<file path="src/rtl/systolic_array_kv.sv">
// systolic_array_kv: two-row systolic priority queue of key/payload pairs.
// Row B holds the sorted chain with B[0] at the head. Row A holds pending
// entries, each no better than the B slot of its own cell. Every accepted op
// is followed by one SETTLE cycle in which each cell does one local
// compare-exchange with its neighbours.
//
// state  | meaning
// -------+----------------------------------------------------------
// READY  | idle, invariant holds, one op may be accepted this cycle
// SETTLE | local compare-exchange pass, requests ignored
module systolic_array_kv #(
    parameter int QUEUE_SIZE = 8,
    parameter int KEY_WIDTH  = 16,
    parameter int VAL_WIDTH  = 16,
    parameter int MAX_MODE   = 0
) (
    input  logic                              CLK,
    input  logic                              RST,
    input  logic                              i_wrt,
    input  logic                              i_read,
    input  logic                              i_flush,
    input  logic [KEY_WIDTH-1:0]              i_key,
    input  logic [VAL_WIDTH-1:0]              i_val,
    output logic                              o_ready,
    output logic                              o_full,
    output logic                              o_empty,
    output logic [$clog2(QUEUE_SIZE+1)-1:0]   o_count,
    output logic                              o_valid,
    output logic [KEY_WIDTH-1:0]              o_key,
    output logic [VAL_WIDTH-1:0]              o_val,
    output logic                              o_drop
);

    localparam int N  = QUEUE_SIZE / 2;
    localparam int CW = $clog2(QUEUE_SIZE + 1);
    localparam logic [CW-1:0] FULL_CNT = CW'(QUEUE_SIZE);

    typedef enum logic {ST_READY, ST_SETTLE} state_t;

    state_t state_q, state_d;

    logic                 a_vld [N];
    logic [KEY_WIDTH-1:0] a_key [N];
    logic [VAL_WIDTH-1:0] a_val [N];
    logic                 b_vld [N];
    logic [KEY_WIDTH-1:0] b_key [N];
    logic [VAL_WIDTH-1:0] b_val [N];
    logic [CW-1:0]        count_q;
    logic                 drop_q;

    // B row extended by one always-invalid slot so cell N-1 has a right neighbour
    logic                 bx_vld [N+1];
    logic [KEY_WIDTH-1:0] bx_key [N+1];
    logic [VAL_WIDTH-1:0] bx_val [N+1];

    // pull: B[k] takes the better of A[k] and B[k+1] (the row after a pop)
    logic                 pa_vld [N];
    logic [KEY_WIDTH-1:0] pa_key [N];
    logic [VAL_WIDTH-1:0] pa_val [N];
    logic                 pb_vld [N];
    logic [KEY_WIDTH-1:0] pb_key [N];
    logic [VAL_WIDTH-1:0] pb_val [N];

    // insert: row A shifted right up to its first hole, new pair at A[0]
    logic                 sa_vld [N];
    logic [KEY_WIDTH-1:0] sa_key [N];
    logic [VAL_WIDTH-1:0] sa_val [N];
    logic                 ia_vld [N];
    logic [KEY_WIDTH-1:0] ia_key [N];
    logic [VAL_WIDTH-1:0] ia_val [N];

    // settle: result of the per-cell compare-exchange
    logic                 ta_vld [N];
    logic [KEY_WIDTH-1:0] ta_key [N];
    logic [VAL_WIDTH-1:0] ta_val [N];
    logic                 tb_vld [N];
    logic [KEY_WIDTH-1:0] tb_key [N];
    logic [VAL_WIDTH-1:0] tb_val [N];

    logic do_flush, do_enq, do_deq, do_rep, drop_d, full, empty;

    // Strict ordering; an invalid slot never wins and ties never win.
    function automatic logic better(input logic va, input logic [KEY_WIDTH-1:0] ka,
                                    input logic vb, input logic [KEY_WIDTH-1:0] kb);
        if (!va) return 1'b0;
        if (!vb) return 1'b1;
        if (MAX_MODE != 0) return ka > kb;
        return ka < kb;
    endfunction

    assign full  = (count_q == FULL_CNT);
    assign empty = (count_q == '0);

    // Op decode and next state; flush outranks everything, rejected ops raise drop.
    always_comb begin
        state_d  = state_q;
        do_flush = 1'b0;
        do_enq   = 1'b0;
        do_deq   = 1'b0;
        do_rep   = 1'b0;
        drop_d   = 1'b0;
        if (state_q == ST_SETTLE) begin
            state_d = ST_READY;
        end else begin
            if (i_flush) begin
                do_flush = 1'b1;
            end else if (i_wrt && i_read) begin
                do_rep = 1'b1;
            end else if (i_wrt) begin
                do_enq = !full;
                drop_d = full;
            end else if (i_read) begin
                do_deq = !empty;
                drop_d = empty;
            end
            if (do_flush || do_enq || do_deq || do_rep) state_d = ST_SETTLE;
        end
    end

    // Extended B row with an invalid sentinel cell past the end.
    always_comb begin
        for (int k = 0; k < N; k++) begin
            bx_vld[k] = b_vld[k];
            bx_key[k] = b_key[k];
            bx_val[k] = b_val[k];
        end
        bx_vld[N] = 1'b0;
        bx_key[N] = '0;
        bx_val[N] = '0;
    end

    // Pull pass: each cell refills B[k] from A[k] or B[k+1]; the loser stays in A[k].
    always_comb begin
        for (int k = 0; k < N; k++) begin
            if (better(a_vld[k], a_key[k], bx_vld[k+1], bx_key[k+1])) begin
                pb_vld[k] = a_vld[k];
                pb_key[k] = a_key[k];
                pb_val[k] = a_val[k];
                pa_vld[k] = bx_vld[k+1];
                pa_key[k] = bx_key[k+1];
                pa_val[k] = bx_val[k+1];
            end else begin
                pb_vld[k] = bx_vld[k+1];
                pb_key[k] = bx_key[k+1];
                pb_val[k] = bx_val[k+1];
                pa_vld[k] = a_vld[k];
                pa_key[k] = a_key[k];
                pa_val[k] = a_val[k];
            end
        end
    end

    // Insert source: a replace inserts into the already-popped row.
    always_comb begin
        for (int k = 0; k < N; k++) begin
            sa_vld[k] = do_rep ? pa_vld[k] : a_vld[k];
            sa_key[k] = do_rep ? pa_key[k] : a_key[k];
            sa_val[k] = do_rep ? pa_val[k] : a_val[k];
        end
    end

    // Shift A right only up to the first hole so no stored entry falls off the end.
    always_comb begin
        logic run;
        run = 1'b1;
        for (int k = 0; k < N; k++) begin
            if (k == 0) begin
                ia_vld[k] = 1'b1;
                ia_key[k] = i_key;
                ia_val[k] = i_val;
            end else if (run) begin
                ia_vld[k] = sa_vld[k-1];
                ia_key[k] = sa_key[k-1];
                ia_val[k] = sa_val[k-1];
            end else begin
                ia_vld[k] = sa_vld[k];
                ia_key[k] = sa_key[k];
                ia_val[k] = sa_val[k];
            end
            run = run & sa_vld[k];
        end
    end

    // Settle pass: refill after a pop (head hole), otherwise swap A[k] into B[k] if better.
    always_comb begin
        for (int k = 0; k < N; k++) begin
            ta_vld[k] = a_vld[k];
            ta_key[k] = a_key[k];
            ta_val[k] = a_val[k];
            tb_vld[k] = b_vld[k];
            tb_key[k] = b_key[k];
            tb_val[k] = b_val[k];
            if (!b_vld[0]) begin
                ta_vld[k] = pa_vld[k];
                ta_key[k] = pa_key[k];
                ta_val[k] = pa_val[k];
                tb_vld[k] = pb_vld[k];
                tb_key[k] = pb_key[k];
                tb_val[k] = pb_val[k];
            end else if (better(a_vld[k], a_key[k], b_vld[k], b_key[k])) begin
                ta_vld[k] = b_vld[k];
                ta_key[k] = b_key[k];
                ta_val[k] = b_val[k];
                tb_vld[k] = a_vld[k];
                tb_key[k] = a_key[k];
                tb_val[k] = a_val[k];
            end
        end
    end

    // FSM state, occupancy count and drop pulse.
    always_ff @(posedge CLK) begin
        if (RST) begin
            state_q <= ST_READY;
            count_q <= '0;
            drop_q  <= 1'b0;
        end else begin
            state_q <= state_d;
            drop_q  <= drop_d;
            if (do_flush)                  count_q <= '0;
            else if (do_enq)               count_q <= count_q + CW'(1);
            else if (do_deq)               count_q <= count_q - CW'(1);
            else if (do_rep && empty)      count_q <= count_q + CW'(1);
        end
    end

    // Cell storage: op applied at acceptance, compare-exchange applied in SETTLE.
    always_ff @(posedge CLK) begin
        if (RST) begin
            for (int k = 0; k < N; k++) begin
                a_vld[k] <= 1'b0;
                a_key[k] <= '0;
                a_val[k] <= '0;
                b_vld[k] <= 1'b0;
                b_key[k] <= '0;
                b_val[k] <= '0;
            end
        end else if (state_q == ST_SETTLE) begin
            for (int k = 0; k < N; k++) begin
                a_vld[k] <= ta_vld[k];
                a_key[k] <= ta_key[k];
                a_val[k] <= ta_val[k];
                b_vld[k] <= tb_vld[k];
                b_key[k] <= tb_key[k];
                b_val[k] <= tb_val[k];
            end
        end else if (do_flush) begin
            for (int k = 0; k < N; k++) begin
                a_vld[k] <= 1'b0;
                b_vld[k] <= 1'b0;
            end
        end else if (do_enq) begin
            for (int k = 0; k < N; k++) begin
                a_vld[k] <= ia_vld[k];
                a_key[k] <= ia_key[k];
                a_val[k] <= ia_val[k];
            end
        end else if (do_deq) begin
            b_vld[0] <= 1'b0;
        end else if (do_rep) begin
            for (int k = 0; k < N; k++) begin
                a_vld[k] <= ia_vld[k];
                a_key[k] <= ia_key[k];
                a_val[k] <= ia_val[k];
                b_vld[k] <= pb_vld[k];
                b_key[k] <= pb_key[k];
                b_val[k] <= pb_val[k];
            end
        end
    end

    assign o_ready = (state_q == ST_READY);
    assign o_full  = full;
    assign o_empty = empty;
    assign o_count = count_q;
    assign o_valid = b_vld[0];
    assign o_key   = b_vld[0] ? b_key[0] : '0;
    assign o_val   = b_vld[0] ? b_val[0] : '0;
    assign o_drop  = drop_q;

endmodule

</file>
<file path="config.mk">
export PLATFORM = sky130hd
export DESIGN_NAME = systolic_array_kv
export DESIGN_NICKNAME = d
export VERILOG_FILES = /design/src/rtl/systolic_array_kv.sv
export SDC_FILE = /design/constraint.sdc
export NUM_CORES = 1
export LEC_CHECK = 0
export CELL_PAD_IN_SITES_DETAIL_PLACEMENT = 1
export CELL_PAD_IN_SITES_GLOBAL_PLACEMENT = 1
export CORE_ASPECT_RATIO = 0.9
export CORE_MARGIN = 3
export CORE_UTILIZATION = 44
export CTS_BUF_LIST = sky130_fd_sc_hd__clkbuf_8
export CTS_CLUSTER_DIAMETER = 40
export DETAILED_ROUTE_END_ITERATION = 10
export GPL_TIMING_DRIVEN = 1
export HOLD_SLACK_MARGIN = 0.1
export MAX_ROUTING_LAYER = met4
export PLACE_DENSITY_LB_ADDON = 0.1
export SLEW_MARGIN = 20
export SYNTH_ARGS = -nofsm -noshare
export SYNTH_HDL_FRONTEND = slang
export SYNTH_SLANG_ARGS = --single-unit
</file>
<file path="constraint.sdc">
create_clock -name CLK -period 7 [get_ports CLK]
set_clock_uncertainty 0.2 [all_clocks]
set_input_delay 0.7 -clock CLK [delete_from_list [all_inputs] [get_ports CLK]]
set_output_delay 0.7 -clock CLK [all_outputs]
set_load 0.02 [all_outputs]
</file>
Yosys cells after proc, flatten, opt, wreduce, memory -nomap -nowiden:

Memories as Yosys holds them, arrays and structs flattened.
Index checks and enable logic that the tools add are counted.

* flip-flop bits (word level): 6
* memory bits (writable): 264
* input port bits: 37
* output and inout port bits: 41
* logic and storage cells: 372
* memories: 6

Memories
* a_key: words 4, bits a word 16, rd ports 4, clocked after memory_dff 0, write ports 4, RTL line 43 `logic [KEY_WIDTH-1:0] a_key [N];`
* a_val: words 4, bits a word 16, rd ports 4, clocked after memory_dff 0, write ports 4, RTL line 44 `logic [VAL_WIDTH-1:0] a_val [N];`
* b_key: words 4, bits a word 16, rd ports 4, clocked after memory_dff 0, write ports 4, RTL line 46 `logic [KEY_WIDTH-1:0] b_key [N];`
* b_val: words 4, bits a word 16, rd ports 4, clocked after memory_dff 0, write ports 4, RTL line 47 `logic [VAL_WIDTH-1:0] b_val [N];`
* a_vld: words 4, bits a word 1, rd ports 4, clocked after memory_dff 0, write ports 4, RTL line 42 `logic a_vld [N];`
* b_vld: words 4, bits a word 1, rd ports 4, clocked after memory_dff 0, write ports 4, RTL line 45 `logic b_vld [N];`

* add/subtract/negate cells: 2
* magnitude comparators: 8
* equality and inequality tests: 1
* muxes and demuxes: 268
* bitwise operators: 72
* reduce and logical (&&, ||, !) cells: 12

Operator list (number)
* $mux W16: 104
* $mux W1: 161
* $lt A16 B16 Y1: 7
* $or A1 B1 Y1: 69
* $lt A16 B1 Y1 const B: 1
* $mux W4: 3
* $add A4 B1 Y4 const B: 1
* $eq A4 B4 Y1 const B: 1
* $logic_not A4 Y1: 1
* $reduce_or A2 Y1: 2
* $reduce_or A4 Y1: 1
* $sub A4 B1 Y4 const B: 1
* $logic_or A1 B1 Y1: 3
* $reduce_bool A3 Y1: 1
* $and A1 B1 Y1: 2
* $logic_and A1 B1 Y1: 2
* $logic_not A1 Y1: 2
* $not A1 Y1: 1

Longest topological paths before layout:

* depth after elaboration: 16
* gate-level depth with buffers: 12
* depth with buffers taken out: 9

Worst setup path after synthesis:

Ideal clock, no wire load.

* kind: input-to-reg
* start point: in i_flush
* end point: mem a_key[3][0], enable pin
* arrival time: 4220 ps
* path slack: 2110 ps
* stages: 7
* buffers on the path: 2
* path through: buf_2 -> nor4bb_1 -> buf_2 -> nor3_1 -> o21ai_1 -> o31ai_1 -> a211oi_1

RTL lines
* start: declaration: RTL line 21 `input logic i_flush,`
* end: declaration: RTL line 43

==> results.md <==
* P_leak at about 7.7 nW
* Wire length reported by the detailed router at about 59000 µm
* Count of endpoints failing setup in the final report at 0
* Worst Max-Slew Pin Slew at 1.03 ns
* Maximum root-to-sink buffer count at 3
* Netlist area before placement at 18100 µm²
* IO Pins at 78
* Synthesized area per cell at approximately 10 µm²
* Detailed-route via count at ~15000
* Peak Freq at ~250 MHz
* H-tree depth at 2
* Number of rows created at floorplan at just under 70
* WS Path Type: reg -> reg
* Crit path max fanout at 24
* Post CTS Setup Buffer Count at 0
* Worst endpoint required time at 7.28 ns
* PD cells at 291 nW/µm²
* Reg2Reg Launch Point: b_key[2][13]
* YS warnings at 0
* Sum of overflow across all layers after global routing at 0
* Max Cap Violations at 0
* Residual DRC at 0
* Startpoint type of the worst setup path: register
* Number of nets with antenna violations after routing at 0
* Min-Delay Startpoint: o_count[1]
* Relative area change from synthesis to final layout at 13.5%
* Share of async-settable or async-resettable flops after synthesis at 0%
* Detail-routed net length per standard cell at ~24 µm
* Inserted Clock Buffers at between 50 and 60
* Synthesized net count at around 2000
* Ant diodes at 0
* Fraction of layout cells with a size suffix above 1 at 14.0%
* RSZ-0062 raised after global routing: no
* Drt first pass iters at 5
* Number of hold-slack violations in the final timing report at 0
* Post-CTS sizing at 0
* Number of storage elements in the synthesis netlist at 270
* Port bufs at 77
* Starting DRC count in detailed routing at roughly 1300
* Library cell used as clock root buffer: clkbuf_8
* First-pass GRT wire length at approximately 91000 µm
* Count of hold buffers inserted by post-cts repair at 0
* Peak supply drop at 0.221 mV
* Number of distinct library cells after synthesis at 65
* Share of the cycle needed by the critical path after routing at approximately 58%
* Final critical delay including setup and external delays at 4.05 ns
* Die footprint at 43700 µm²
* Main synth FF type: edfxtp_1
* Hold crit path type: reg -> reg
* Final #Nets at 1987
* Largest net degree at the start of global routing at 96
* HPWL Detailed at approximately 39000 µm
* Post-route setup TNS at 0 ns
* Relative max-transition margin at about 31%
* Global Route Usage Sum at a little over a quarter
* Count of clock tree sinks at 270
* Critical Path Start: b_key[2][13]
* Total power of the final layout at 0.00599 W
* Number of antenna violations at the first check in global routing at 0
* Area inside the core boundary at between 40000 and 50000 µm²
* Number of instances in the synthesized netlist at approximately 1800
* Clock tree from TritonCTS: built
* RePlAce Congestion at ~0.83
* Width of the die at 220 µm
* Critical path capture point type: register
* Outcome: completed
* Clock latency reported for the late side of the worst-skew pair at 0.65 ns
* Via count of the first global-routing pass at between 15000 and 20000
* Clock-pin slew of the registers on the worst-case setup and hold paths at 0.06 ns
* Y dimension of the die at slightly below 200 µm
* Number of enable-type register cells in the synthesized netlist at ~260
* Sequential element share of the synthesized area at between 40% and 50%
* Slew Viols, Final at 0
* Average via count per standard cell at 6.26
* Initial core utilization at a little under half
* Critical path arrival at about 4.3 ns
==> layout make-up <==
cell class	instances	area [µm²]
inverter	74	278
clock buffer	56	771
timing repair buffer	112	1030
clock inverter	42	353
fill	4412	19500
multi-input combinational	1330	9430
tap	532	666
sequential	270	8040
==> synth_stat cells, drive strengths merged (45+ instances only) <==
library cell | count | area [µm²]
a21oi | 70 | 350
a22o | 65 | 569
and2 | 85 | 532
buf | 45 | 234
clkbuf | 85 | 323
edfxtp | 263 | 7900
ha | 107 | 1340
inv | 74 | 278
mux2 | 95 | 1070
mux2i | 67 | 671
nand2 | 222 | 836
nor2 | 106 | 403
o21ai | 170 | 855
==> layer usage <==
layer  vias to the layer above  track usage [%]  routed length (µm)
met2                       460             39.2               25000
met4                         0             5.70                 899
met1                      7694             40.8               29100
li1                       6892                -                   -
met3                        73             4.57                3690
met5                         -                -                   0
==> path summary, 6_finish.rpt <==
path | to | slack, ns | cells after the start
setup / recovery | a_key[2][0] | 2.95 | 10
hold / removal | o_count[1] | 0.34 | 2
setup reg to reg | a_key[2][0] | 2.95 | 10
hold reg to reg | o_count[1] | 0.34 | 2
==> power by group <==
part           internal (W)  total, W  switching [W]
Sequential          0.00222   0.00260       0.000384
Clock              0.000968   0.00174       0.000770
Combinational      0.000627   0.00165        0.00103
==> flip-flops by register name (all words and copies together), names as in the netlist <==
signal and count:
a_key 64, a_val 64, b_val 64, o_drop 1, state_q 1, a_vld 4, b_vld 4, o_count 4
b_key 64
==> critical path: stages (launching register included) <==
cell and delay [ns]:
edfxtp_1 0.51, inv_1 0.13, ha_1 0.32, a211oi_1 0.20
o21ai_1 0.17, o22ai_2 0.52, buf_4 0.41, inv_2 0.14
a21oi_1 0.75, a31oi_1 0.32, o211ai_1 0.23
==> layout by cell type (no fill, tap or decap), drive strengths merged, types with 35 or more instances in the layout <==
master / n
nand3: 43
nor2: 106
buf: 35
mux2i: 67
nand2: 222
mux2: 95
clkdlybuf4s50: 77
and2: 85
edfxtp: 263
o211ai: 39
ha: 107
a22o: 65
clkbuf: 56
inv: 86
o21ai: 170
a21oi: 70
==> kinds of logic (layout without fill, tap and decap cells) <==
family / after synthesis / after routing / share of synthesized area, %
DFF: 270 / 270 / 44.4
buffers and inverters: 204 / 284 / 4.61
muxes: 162 / 162 / 9.60
and+or+nand+nor: 508 / 508 / 12.8
adders and majority gates: 107 / 107 / 7.39
AOI/OAI and AO/OA: 550 / 550 / 21.1
xor gates and xnor gates: 3 / 3 / 0.145
==> per-stage QoR <==
stage / util (%) / setup WS, ns / hold WS [ns] / cells / instance area, µm²
floorplan: - / 2.11 / 0.315 / 1804 / 18100
global placement: 48.5 / 2.76 / 0.314 / 2318 / 19400
detailed placement: 48.5 / 2.71 / 0.331 / 2318 / 19400
CTS: 51.3 / 3.12 / 0.343 / 2416 / 20600
global route: 51.3 / 2.88 / 0.363 / 2416 / 20600
finish: 51.3 / 2.95 / 0.342 / 2416 / 20600
Power figures use the tool's default switching activity.
